`src/rtl/dmem_arbiter.sv`:
```
// Round-robin arbiter sharing the ram_cache data port between the core load/store path (port 0)
// and a secondary master (port 1). One access in flight at a time, fixed read latency.
module dmem_arbiter #(
  parameter int unsigned Data_Width  = 32,
  parameter int unsigned MEM_LATENCY = 1
) (
  input  logic                  clk,
  input  logic                  rst,
  input  logic                  req0,
  input  logic                  we0,
  input  logic [Data_Width-1:0] addr0,
  input  logic [Data_Width-1:0] wdata0,
  input  logic [1:0]            type0,
  output logic                  gnt0,
  output logic                  rvalid0,
  output logic [Data_Width-1:0] rdata0,
  input  logic                  req1,
  input  logic                  we1,
  input  logic [Data_Width-1:0] addr1,
  input  logic [Data_Width-1:0] wdata1,
  input  logic [1:0]            type1,
  output logic                  gnt1,
  output logic                  rvalid1,
  output logic [Data_Width-1:0] rdata1,
  output logic [Data_Width-1:0] mem_A,
  output logic                  mem_WE,
  output logic [Data_Width-1:0] mem_WD,
  output logic [1:0]            mem_dataType,
  input  logic [Data_Width-1:0] mem_RD,
  output logic                  busy
);

  typedef enum logic [1:0] {StIdle, StAccess, StWait} state_e;

  localparam logic [2:0] LatInit = 3'(MEM_LATENCY);

  state_e     state_q;
  logic       last_q;
  logic [2:0] cnt_q;
  logic       lat_we_q;
  logic       lat_port_q;

  logic any_req;
  logic win;
  logic done;

  // Tie goes to the port that did not win last time.
  always_comb begin
    any_req = req0 | req1;
    if (req0 && req1) win = ~last_q;
    else              win = req1;
  end

  always_comb begin
    done = 1'b0;
    if (state_q == StAccess && MEM_LATENCY == 0) done = 1'b1;
    if (state_q == StWait && cnt_q == 3'd1)      done = 1'b1;
  end

  assign gnt0   = (state_q == StIdle) && !rst && any_req && !win;
  assign gnt1   = (state_q == StIdle) && !rst && any_req && win;
  assign mem_WE = (state_q == StAccess) && lat_we_q;
  assign busy   = (state_q != StIdle);

  always_ff @(posedge clk) begin
    if (rst) begin
      state_q      <= StIdle;
      last_q       <= 1'b1;
      cnt_q        <= 3'd0;
      lat_we_q     <= 1'b0;
      lat_port_q   <= 1'b0;
      mem_A        <= '0;
      mem_WD       <= '0;
      mem_dataType <= 2'b00;
      rvalid0      <= 1'b0;
      rvalid1      <= 1'b0;
      rdata0       <= '0;
      rdata1       <= '0;
    end else begin
      rvalid0 <= 1'b0;
      rvalid1 <= 1'b0;
      unique case (state_q)
        StIdle: begin
          if (any_req) begin
            mem_A        <= win ? addr1 : addr0;
            mem_WD       <= win ? wdata1 : wdata0;
            mem_dataType <= win ? type1 : type0;
            lat_we_q     <= win ? we1 : we0;
            lat_port_q   <= win;
            last_q       <= win;
            state_q      <= StAccess;
          end
        end
        StAccess: begin
          cnt_q   <= LatInit;
          state_q <= (MEM_LATENCY == 0) ? StIdle : StWait;
        end
        StWait: begin
          if (cnt_q == 3'd1) state_q <= StIdle;
          else               cnt_q   <= cnt_q - 3'd1;
        end
        default: state_q <= StIdle;
      endcase
      // Response is registered: rvalid and rdata appear the cycle after sampling.
      if (done) begin
        if (lat_port_q) begin
          rvalid1 <= 1'b1;
          if (!lat_we_q) rdata1 <= mem_RD;
        end else begin
          rvalid0 <= 1'b1;
          if (!lat_we_q) rdata0 <= mem_RD;
        end
      end
    end
  end

endmodule

```
`config.mk`:
```
export PLATFORM = sky130hd
export DESIGN_NAME = dmem_arbiter
export DESIGN_NICKNAME = d
export VERILOG_FILES = /design/src/rtl/dmem_arbiter.sv
export SDC_FILE = /design/constraint.sdc
export NUM_CORES = 1
export LEC_CHECK = 0
export ABC_AREA = 0
export CORE_UTILIZATION = 41
export DETAILED_ROUTE_END_ITERATION = 8
export PLACE_DENSITY = 0.84
export SLEW_MARGIN = 40
export SYNTH_ARGS = -nofsm -noshare
export SYNTH_HDL_FRONTEND = slang
export SYNTH_SLANG_ARGS = --single-unit
```
`constraint.sdc`:
```
create_clock -name clk -period 1.74 [get_ports clk]
set_input_delay 0.348 -clock clk [delete_from_list [all_inputs] [get_ports clk]]
set_output_delay 0.348 -clock clk [all_outputs]
set_load 0.01 [all_outputs]
```
==> results of run 1 <==
==> how the worst max path moves through the flow <==
stage / start / slack (ps) / depth (start not counted) / endpoint
6_report: mem_A[3] / 50 / 1 / mem_A[3]
5_1_grt: state_q[0] / -30 / 4 / last_q
4_1_cts: state_q[0] / 8 / 3 / mem_WE
3_5_place_dp: req0 / -510 / 4 / gnt0
3_3_place_gp: req0 / -510 / 4 / gnt0
2_1_floorplan: rst / 210 / 4 / gnt1
==> cell usage after synthesis, drive strengths merged, types with 2 or more instances <==
cell type | number | area, um^2
nand2b | 97 | 607
ha | 2 | 25.0
a311oi | 67 | 587
nor3 | 4 | 25.0
mux2i | 64 | 641
clkbuf | 33 | 125
buf | 31 | 193
o21ai | 3 | 15.0
nor2b | 5 | 31.3
nor2 | 4 | 22.5
inv | 6 | 22.5
a21oi | 71 | 355
nand2 | 139 | 522
dfxtp | 140 | 2800
or3 | 2 | 17.5
or2 | 2 | 12.5
==> through the flow <==
step	std cells	setup WS, ps	setup TNS, ps	util (%)
floorplan	685	212	0	-
global placement	1132	-512	-28140	64.3
detailed placement	1132	-510	-30480	64.3
CTS	1161	8.20	0	68.4
global route	1163	-26.6	-70.0	68.7
finish	1163	47.6	0	68.7
==> worst register-to-register path, delay by kind of cell (launching register included) <==
kind,cells,cell delay (ps)
simple gates,1,120
flops,1,330
compound gates,2,510
buf+inv,1,610
==> power by group <==
part / internal, uW / switching, uW / total (uW) / leakage (uW)
Sequential: 3450 / 143 / 3600 / 0.00115
Combinational: 1100 / 910 / 2010 / 0.00252
Clock: 2410 / 1300 / 3710 / 0.000286
Total: 6970 / 2350 / 9320 / 0.00395
==> what timing repair did <==
action	in CTS	in global routing
pin swaps	0	1
hold buffers	0	0
buffers inserted	0	2
gates resized for setup	21	9
endpoints found under the setup margin	24	13
==> layout make-up <==
class                      count  area [um^2]  area share (%)
timing repair buffer         329         3340            33.3
multi-input combinational    475         3040            30.3
sequential                   140         2810            28.0
clock buffer                  22          454            4.53
tap                          184          230            2.30
clock inverter                 7          141            1.41
inverter                       6         22.5           0.225
==> flip-flops by register name, indices dropped and copies added, names as in the netlist, 2 cells and up <==
register	flops
mem_dataType	2
mem_WD	32
rdata0	32
mem_A	32
state_q	2
cnt_q	3
rdata1	32
==> logic make-up after synthesis <==
logic type | share of synthesized area, %
compound gates | 16.6
fa+ha+maj | 0.407
buf+inv | 5.54
flops | 45.6
mux | 10.4
simple gates | 21.4
==> layer usage <==
layer  GRT usage [%]  vias to the layer above  part of all wire (%)
met2            42.2                      258                    49
met4            11.8                        0                   3.6
met3            8.68                       53                   8.0
met1            28.6                     2815                    40
met5               0                        -                     0
li1                -                     2954                     -
==> metrics.cfg, run 1 <==
[timing]
hold_violations = 0
setup_viol = 0
fmax_mhz = 591
slew_headroom_pct = 49.7
rsz0062_at_grt = true
skew_ps = 10.3
fin_crit_sh_pct = 97.3
fin_hold_ws_ps = 426
finalMaxSlewViolations = 0
worstMarginPinSlew_ps = 754
min_period_ps = 1690

[place]
dpl_cell_area_mm2 = 0.00939
place_congestion = 0.818
portBuffers = 305
hpwlAfterDp_um = 13500

[die]
start_util_pct = 42.1
die_x_um = 124
io_pins = 306
fp-row-count = 44
die-area_mm2 = 0.0155
core-area_mm2 = 0.0146
die_height_um = 124

[clock_tree]
numCtsBuffers = 17
h-tree-depth = 4
clockBufferDepth = 2
clock-sinks = 140
path_clk_slew_ps = 60
root_buffer = clkbuf_16
clk_latency_ps = 410
tritoncts = built

[worst_setup_path]
critPathRequiredTime_ps = 1390
reg2regPathDepth = 4
path_cells = clkdlybuf4s50_1
startpoint_type = flip-flop
slowest_stage = clkdlybuf4s50_1
cp-end-kind = output pin
crit_fanout = 2
critPathKind = flip-flop to output pin
worst_ep_arrival_time_ps = 1340
slowest_delay_ps = 600
r2r-start = state_q[0]
cp.buffers_inverters = 1
reg2reg_to = mem_WD[12]
critPathTopFamily = buffers and inverters
ff2ff_setup_slack_ps = 70

[finish]
finalInstanceArea_mm2 = 0.0100
syn2layout_area_growth_pct = 63.1
nFillCells = 1145
drive_above_1_share_pct = 6.95
final_common_cell = clkdlybuf4s50_1
final_cell_mix = clkdlybuf4s50_1, nand2_1, dfxtp_1, nand2b_1, a21oi_1
insertedDiodeCount = 0
final_net_count = 1141

[grt]
grt_pass1_wl_um = 31300
grt-ovfl-total = 0
grt_usage_pct = 25.2
antenna_found_initial = 0
grt_max_degree = 127
grt_pass1_vias = 6026

[synthesis]
synth_edf_count = 0
syn-cell-area_mm2 = 0.00615
synth_ff_type = dfxtp_1
ys_ff_latch = 140
yosysUniqueCellTypes = 39
ys_warn_count = 0
netlist_instances = 685
ys_seq_area_share_pct = 45.6
synth_fp_nets = 857
ys_async_sr_fraction_pct = 0
avgSynthCellArea_um2 = 8.98

[route]
drtAntennaViolNets = 0
drc_errors = 0
dr.pass1.iters = 4
initialDrtViolationCount = 341
wl_per_cell_um = 16.7
vias = 6080
wl_um = 19400
vias_per_cell = 5.23

[pwr]
power_density_mw_per_mm2 = 930
p_leak_uw = 0.00395
peakVddDrop_uv = 695
fin_total_pwr_uw = 9320

[outcome]
outcome = complete, no violations

[worst_hold_path]
worst_hold_path_type = input port to flip-flop
hp-start = rst
min_path_cells = 4
hold_end = mem_A[3]

[run]
maxCapViolCount = 0

No activity file was read; power rests on OpenSTA's default activity.
==> run 2: changes to the inputs <==
Settings changed: HOLD_SLACK_MARGIN set to 0.05.
==> results of run 2 <==
The final DEF is identical to that of run 1; final timing and power are the same.
